**config.mk**
```make
export PLATFORM = sky130hd
export DESIGN_NAME = and_sched
export DESIGN_NICKNAME = d
export VERILOG_FILES = /design/src/rtl/and_sched_pkg.sv /design/src/rtl/and_sched_rr_pick.sv /design/src/rtl/and_sched.sv
export SDC_FILE = /design/constraint.sdc
export NUM_CORES = 1
export LEC_CHECK = 0
export BUFFER_PORTS_ARGS = -buffer_cell sky130_fd_sc_hd__buf_2
export CAP_MARGIN = 20
export CORE_AREA = 2 2 217 219
export CTS_CLUSTER_SIZE = 40
export DETAILED_ROUTE_END_ITERATION = 6
export DIE_AREA = 0 0 219 221
export PLACE_DENSITY_LB_ADDON = 0.25
export SETUP_SLACK_MARGIN = 0.02
export SYNTH_ARGS = -nofsm -noshare
export SYNTH_HDL_FRONTEND = slang
export SYNTH_SLANG_ARGS = --single-unit
```
**constraint.sdc**
```tcl
create_clock -name clk -period 8.2 [get_ports clk]
set_input_delay 0 -clock clk [delete_from_list [all_inputs] [get_ports clk]]
set_output_delay 0 -clock clk [all_outputs]
set_load 0.03 [all_outputs]
```
**src/rtl/and_sched_pkg.sv**
```systemverilog
// and_sched_pkg: shared state type and width/count helpers for the and_sched scheduler.
package and_sched_pkg;

    typedef enum logic [1:0] {IDLE, EVAL, RESP} state_t;

    function automatic int n_width(input int dwidth);
        return $clog2(dwidth + 1);
    endfunction

    function automatic int id_width(input int nreq);
        return nreq > 1 ? $clog2(nreq) : 1;
    endfunction

    // An empty reduction still spends one EVAL cycle.
    function automatic int chunk_count(input int n, input int chunk);
        return n == 0 ? 1 : (n + chunk - 1) / chunk;
    endfunction

endpackage

```
**src/rtl/and_sched_rr_pick.sv**
```systemverilog
// and_sched_rr_pick: combinational round-robin picker, first request at or after ptr (wrapping).
module and_sched_rr_pick import and_sched_pkg::*; #(
    parameter int NREQ = 4,
    localparam int IW = id_width(NREQ)
) (
    input  logic [NREQ-1:0] req,
    input  logic [IW-1:0]   ptr,
    output logic [NREQ-1:0] grant,
    output logic [IW-1:0]   idx,
    output logic            any
);

    logic [IW-1:0] j;

    always_comb begin
        j = '0;
        idx = '0;
        any = |req;
        for (int k = NREQ - 1; k >= 0; k--) begin
            j = IW'((int'(ptr) + k) % NREQ);
            if (req[j]) idx = j;
        end
        grant = any ? NREQ'(1) << idx : '0;
    end

endmodule

```
**src/rtl/and_sched.sv**
```systemverilog
// and_sched: round-robin scheduler sharing one chunked AND-reduction unit among NREQ requesters.
// Define AND_SCHED_EARLY_EXIT_EN to finish as soon as a chunk reduces to 0.
module and_sched import and_sched_pkg::*; #(
    parameter int NREQ   = 4,
    parameter int DWIDTH = 128,
    parameter int CHUNK  = 32,
    localparam int NW = n_width(DWIDTH),
    localparam int IW = id_width(NREQ)
) (
    input  logic                   clk,
    input  logic                   rst,
    input  logic [NREQ-1:0]        req_valid,
    output logic [NREQ-1:0]        req_ready,
    input  logic [NREQ*DWIDTH-1:0] req_data,
    input  logic [NREQ*NW-1:0]     req_n,
    output logic                   resp_valid,
    input  logic                   resp_ready,
    output logic [IW-1:0]          resp_id,
    output logic                   resp_value,
    output logic                   busy
);

    localparam int NCH = DWIDTH / CHUNK;
    localparam int CW  = NCH > 1 ? $clog2(NCH) : 1;

    state_t            state;
    logic [IW-1:0]     rr_ptr, id, g_idx;
    logic [NREQ-1:0]   grant;
    logic              any, acc, c_and, last, done;
    logic [CW-1:0]     chunk;
    logic [DWIDTH-1:0] data;
    logic [NW-1:0]     n, n_raw, n_clamp;
    logic [CHUNK-1:0]  d_chunk, m_chunk;

    and_sched_rr_pick #(.NREQ(NREQ)) u_pick (
        .req  (req_valid),
        .ptr  (rr_ptr),
        .grant(grant),
        .idx  (g_idx),
        .any  (any)
    );

    assign req_ready  = state == IDLE ? grant : '0;
    assign resp_valid = state == RESP;
    assign resp_value = resp_valid & acc;
    assign resp_id    = id;
    assign busy       = state != IDLE;

    always_comb begin
        n_raw = req_n[int'(g_idx)*NW +: NW];
        n_clamp = n_raw > NW'(DWIDTH) ? NW'(DWIDTH) : n_raw;
        d_chunk = data[int'(chunk)*CHUNK +: CHUNK];
        m_chunk = '0;
        for (int b = 0; b < CHUNK; b++) m_chunk[b] = int'(chunk) * CHUNK + b < int'(n);
        c_and = &(d_chunk | ~m_chunk);
        last = int'(chunk) == chunk_count(int'(n), CHUNK) - 1;
`ifdef AND_SCHED_EARLY_EXIT_EN
        done = last | ~c_and;
`else
        done = last;
`endif
    end

    always_ff @(posedge clk) begin
        if (rst) begin
            state  <= IDLE;
            rr_ptr <= '0;
            acc    <= 1'b1;
            chunk  <= '0;
            id     <= '0;
            data   <= '0;
            n      <= '0;
        end else begin
            case (state)
                IDLE: if (any) begin
                    data   <= req_data[int'(g_idx)*DWIDTH +: DWIDTH];
                    n      <= n_clamp;
                    id     <= g_idx;
                    acc    <= 1'b1;
                    chunk  <= '0;
                    rr_ptr <= g_idx == IW'(NREQ - 1) ? '0 : g_idx + 1'b1;
                    state  <= EVAL;
                end
                EVAL: begin
                    acc   <= acc & c_and;
                    chunk <= done ? '0 : chunk + 1'b1;
                    if (done) state <= RESP;
                end
                RESP: if (resp_ready) state <= IDLE;
                default: state <= IDLE;
            endcase
        end
    end

endmodule

```
======== Word level (Yosys, flattened, before mapping) ========
Index checks and enable logic that the tools add are counted.
W data, S select, Z words.
word-level totals
  word-level logic and storage cells ...... 136
  register bits after elaboration ......... 145
cells by class
  add/subtract/negate cells ............... 40
  bitwise operators ....................... 5
  reduce and logical (&&, ||, !) cells .... 10
  shift-type cells ........................ 4
  muxes and demuxes ....................... 26
  equality and inequality tests ........... 7
  $lt $le $gt $ge ......................... 37
operators by type and width
  cell                     count
  $shiftx A512 B10 Y128    1
  $lt A8 B8 Y1             31
  $add A7 B5 Y8 const B    16
  $shiftx A128 B8 Y32      1
  $add A7 B4 Y8 const B    8
  $add A32 B1 Y32          1
  $add A7 B3 Y8 const B    4
  $eq A3 B32 Y1            1
  $mux W32                 1
  $not A32 Y32             1
  $or A32 B32 Y32          1
  $reduce_and A32 Y1       1
  $shiftx A32 B6 Y8        1
  $sub A32 B2 Y32 const B  1
  $mux W2                  10
  $add A7 B2 Y8 const B    2
  $lt A2 B3 Y1 const B     4
  $sub A9 B1 Y10 const B   1
  $add A8 B6 Y9 const B    1
  $add A7 B1 Y8 const B    1
  $bmux W1 S2              4
  $gt A8 B8 Y1 const B     1
  $logic_not A8 Y1         1
  $lt A7 B8 Y1             1
  other kinds (20)         34

======== Depth between registers and ports, before layout ========
  depth in word-level cells ............... 10
  mapped depth ............................ 10
  gate-level depth less buffers ........... 9

======== Hierarchy ========
From an unflattened synthesis, not the netlist that was laid out.
second synthesis, totals
  cell total of the unflattened synthesis .. 990
  area, all modules ....................... 9857.0 um^2
by module, submodules not included
  module             cells each  times used  seq. area each (um^2)  area each (um^2)
  and_sched          961         1           2902.8                 9660.5
  and_sched_rr_pick  29          1           0.0                    196.4

======== Least setup slack after synthesis ========
OpenSTA, ideal clock, no wires.
  path type ............................... register to register
  start point ............................. register chunk[0]
  end point ............................... register acc
  setup time .............................. 0.086 ns
  required time ........................... 8.114 ns
  period minus slack after synthesis ...... 2.684 ns
  slack ................................... 5.516 ns
  stages on the path, launching flop included .. 11
  arrival time ............................ 2.598 ns
  path through ............................ dfxtp_1 > buf_2 > buf_2 > inv_1 > ha_1 > and4b_1 > a21oi_1 > a2111oi_2 > nand4_1 > or4_1 > a221oi_2
between the ends
  cells in the longest elaborated chain, start to end .. 7
ends and longest elaborated chain
  what                                   RTL line         RTL
  start: declaration                     and_sched.sv:30  logic [CW-1:0] chunk;
  start signal: assignment               and_sched.sv:86  chunk <= done ? '0 : chunk + 1'b1;
  $add A7 B1 Y8 (tied with other cells)  and_sched.sv:54  for (int b = 0; b < CHUNK; b++) m_chunk[b] = int'(chunk) * CHUNK + b < int'(n);
  $lt A8 B8 Y1                           and_sched.sv:54
  $not A32 Y32                           and_sched.sv:55  c_and = &(d_chunk | ~m_chunk);
  $or A32 B32 Y32 *                      and_sched.sv:55
  $reduce_and A32 Y1 *                   and_sched.sv:55
  $and A1 B1 Y1 *                        and_sched.sv:85  acc <= acc & c_and;
  $pmux W1 S2 *                          and_sched.sv:74  case (state)
  end signal: assignment                 and_sched.sv:85
  end: declaration                       and_sched.sv:29  logic any, acc, c_and, last, done;
Every way passes the cells marked *; elsewhere a longest branch is shown, timed or not.
A chain may end at the register's enable or synchronous reset.

======== Worst setup path in the final report ========
  start point ............................. register rr_ptr[1]
  end point ............................... register data[2]
between the ends
  cells in the longest elaborated chain, start to end .. 8
ends and longest elaborated chain
  what                           RTL line                 RTL
  start: declaration             and_sched.sv:27          logic [IW-1:0] rr_ptr, id, g_idx;
  start signal: assignment       and_sched.sv:81          rr_ptr <= g_idx == IW'(NREQ - 1) ? '0 : g_idx + 1'b1;
  $add A2 B2 Y2                  and_sched_rr_pick.sv:20  j = IW'((int'(ptr) + k) % NREQ);
  $bmux W1 S2                    and_sched_rr_pick.sv:21  if (req[j]) idx = j;
  $mux W1 (not written as such)  and_sched_rr_pick.sv:21
  $mux W2 (3 in a row)           and_sched_rr_pick.sv:21
  $mux W2 *                      and_sched_rr_pick.sv:21
  $shiftx A512 B10 Y128 *        and_sched.sv:76          data <= req_data[int'(g_idx)*DWIDTH +: DWIDTH];
  end signal: assignment         and_sched.sv:76
  end: declaration               and_sched.sv:31          logic [DWIDTH-1:0] data;
Every way passes the cells marked *; elsewhere a longest branch is shown, timed or not. The select of a mux whose other input is x is not followed.

==> flow_summary.yaml <==
finish:
  syn2layout_area_growth_pct: 45.9
  final_cells: 2791
  drive_gt1_share_pct: 29.6
  final_common_cell: "buf_2"
  final_cell_mix: "buf_2 (558), nand2_1 (410), dlygate4sd3_1 (158), a21oi_1 (153), dfxtp_1 (144)"
  nets: 2719
timing:
  finalHoldViolCount: 0
  rsz0062_at_grt: "no"
  slew_violations: 0
  tightestPinTransition_ns: 1.10
  fmax_ghz: 0.250
  fin_crit_ns: 4.00
  finalCritPeriodShare_pct: 48.7
  tns_ns: 0
  setup_violations: 0
  skew_ns: 0.0134
  relSlewSlack_pct: 26.7
worst_setup_path:
  ff2ff_path_depth: 8
  worstSetupPathType: "register to register"
  reg2reg_slack_ns: 4.20
  worstReg2RegStart: "rr_ptr[1]$_SDFFE_PP0P_"
  crit_path_end_kind: "register"
  cp_max_fo: 97
  setup.worst_path.start: "rr_ptr[1]$_SDFFE_PP0P_"
  start_kind: "register"
  required_ns: 8.55
  crit_arrival_ns: 4.35
  worst_r2r_endpoint: "data[2]$_SDFFE_PP0P_"
power_and_ir_drop:
  power_frac_comb_pct: 60.3
  p_seq_share_pct: 25.3
  worst_ir_drop_vdd_mv: 0.323
  clkPwrFrac_pct: 14.4
  total_power_mw: 5.69
  power_density_mw_per_mm2: 342
  p_leak_nw: 7.21
  p_sw_mw: 2.71
  switching_share_pct: 47.6
  power.internal_mw: 2.98
detailed_routing:
  via_per_inst: 5.31
  drtAntennaViolNets: 0
  wl_per_cell_um: 21.4
  drc: 0
  routed_wl_mm: 59.7
  drt-initial-drc-count: 1185
  vias: 14800
  firstDrtPassIters: 6
yosys:
  syn-cell-area_mm2: 0.0114
  synth.area.top_cells: "dfxtp_1 (25%), nand2_1 (13%), a311o_1 (11%)"
  synth-edff-count: 0
  synthFlopType: "dfxtp_1"
  avgSynthCellArea_um2: 7.23
  ys_seq_area_share_pct: 25.4
  synth_top_area_cell: "dfxtp_1"
  synth_fp_nets: 2137
  postSynthCellCount: 1577
  ys_async_sr_fraction_pct: 0
  synth_top_area_share_pct: 25.4
  yosysWarnings: 0
  synth-seq-cells: 145
  ys_types: 58
hold_path:
  min_path_cells: 4
  min_to: "data[12]$_SDFFE_PP0P_"
  hp-start: "req_data[140]"
  min_path_type: "primary input to register"
global_route:
  grt_remaining_overflow: 0
  antenna_found_initial: 11
  grt_pass1_vias: 14400
  grt_pass1_wl_mm: 87.3
  grt.total_usage_pct: 23.7
  grt_max_degree: 197
place:
  numPortBuffers: 559
  dpl.cell_count: 2589
  place_congestion: 0.891
  dpl.hpwl_mm: 43.9
floorplan:
  die_y_um: 221
  rows: 79
  io_pins: 560
  die_w_um: 219
  core-area_mm2: 0.0461
  start_util_pct: 24.8
  die-area_mm2: 0.0484
cts:
  clock_sinks: 145
  htreeDepth: 4
  clkTransAtPathRegs_ns: 0.07
  clkLatencyLatePin_ns: 0.44
  cts_buffers: 17
  root_buffer: "clkbuf_16"
  clockBufferDepth: 2
  cts_tree: "built"
job:
  drv_cap: 0
run_status:
  status: "finished, final reports clean"
==> synth_stat cells, types with 2 or more instances <==
cell and n:
inv_1 138, clkinv_1 2, buf_4 5, buf_6 2
or2_1 2, a211oi_1 132, o211ai_1 11, nand4b_1 2
nand2_1 410, o21bai_1 2, clkbuf_1 127, o31ai_1 4
a21oi_1 153, a31oi_1 131, or3_1 3, nor3_1 2
mux4_1 17, nor2b_1 10, and2_1 5, o2111a_1 2
buf_2 29, o21ai_1 3, mux4_2 23, dfxtp_1 145
ha_1 9, nor2_1 13, and3_1 3, nand3_1 8
nand4_1 4, buf_1 8, o221ai_1 2, xnor2_1 3
a311o_1 128, o21ai_0 14, o211a_1 2
==> per-layer routing <==
metal  part of all wire, %  global-route usage (%)  routed length, um  vias up
met2                    52                    43.1              31000      553
met3                   4.9                    3.05               2910       59
met1                    41                    29.4              24700     7229
met4                   1.7                    5.34               1030        0
met5                     0                       0                  0        -
li1                      -                       -                  -     6976
==> worst max path at each step <==
stage / to / depth (start not counted)
6_report: data[2]$_SDFFE_PP0P_ / 8
5_1_grt: data[0]$_SDFFE_PP0P_ / 8
4_1_cts: data[2]$_SDFFE_PP0P_ / 8
3_5_place_dp: n[7]$_SDFFE_PP0P_ / 7
3_3_place_gp: n[7]$_SDFFE_PP0P_ / 7
2_1_floorplan: acc$_SDFFE_PP1P_ / 10
==> timing repair <==
item                                    CTS  global route
hold endpoints to repair                 88             0
resized for setup                         0             0
setup buffers                             0             0
endpoints found under the setup margin    0             0
hold buffers                            158             0
==> sequential cells by signal, summed over array words and instances (netlist names) <==
register,flops
n,8
state,2
acc,1
data,128
rr_ptr,2
resp_id,2
chunk,2
==> area by class of cell <==
type / instances / area (um2)
Multi-Input combinational cell: 1118 / 7280
Tap cell: 607 / 759
Fill cell: 4970 / 29400
Clock inverter: 12 / 156
Inverter: 142 / 536
Clock buffer: 20 / 447
Sequential cell: 145 / 2900
Antenna cell: 12 / 30.0
Timing Repair Buffer: 735 / 4530
==> power groups by stage <==
stage | sequential (mW) | clock (mW) | combinational (mW)
after detailed placement | 1.48 | 0 | 3.08
after global routing | 1.48 | 0.873 | 3.76
after global placement | 1.48 | 0 | 3.05
final | 1.44 | 0.820 | 3.43
after floorplan | 1.17 | 0 | 2.25
after CTS | 1.47 | 0.847 | 3.45
==> logic make-up (layout without fill, tap and decap cells) <==
group                    Yosys count  count (layout)  synth area share, %
other                              0              12                    0
flip-flops                       145             145                 25.4
AO/OA/AOI/OAI                    598             598                 37.4
AND/OR/NAND/NOR                  467             467                 16.4
adder cells (fa/ha/maj)            9               9                0.987
XOR/XNOR                           4               4                0.307
buffers and inverters            314             909                 11.1
multiplexers                      40              40                 8.46
==> through the flow <==
step / util, % / instance area (um2) / setup WS, ns / hold slack [ns]
2_1_floorplan: - / 11400 / 5.52 / 0.239
3_5_place_dp: 31.3 / 14400 / 4.59 / 0.395
6_report: 36.1 / 16600 / 4.20 / 0.0145
5_1_grt: 36.1 / 16600 / 4.04 / 0.0137
4_1_cts: 36.1 / 16600 / 4.25 / 0.000244
3_3_place_gp: 31.3 / 14400 / 4.68 / 0.381
==> critical path, stage by stage, from the launching register on <==
cell           delay, ns
dfxtp_1             0.49
o21bai_4            0.19
and3_4              0.23
buf_4               0.60
buf_4               0.87
a211oi_1            0.23
a311o_1             0.37
dlygate4sd3_1       0.56
a21oi_1             0.13
Note: power is estimated with default switching activity, not from simulation.
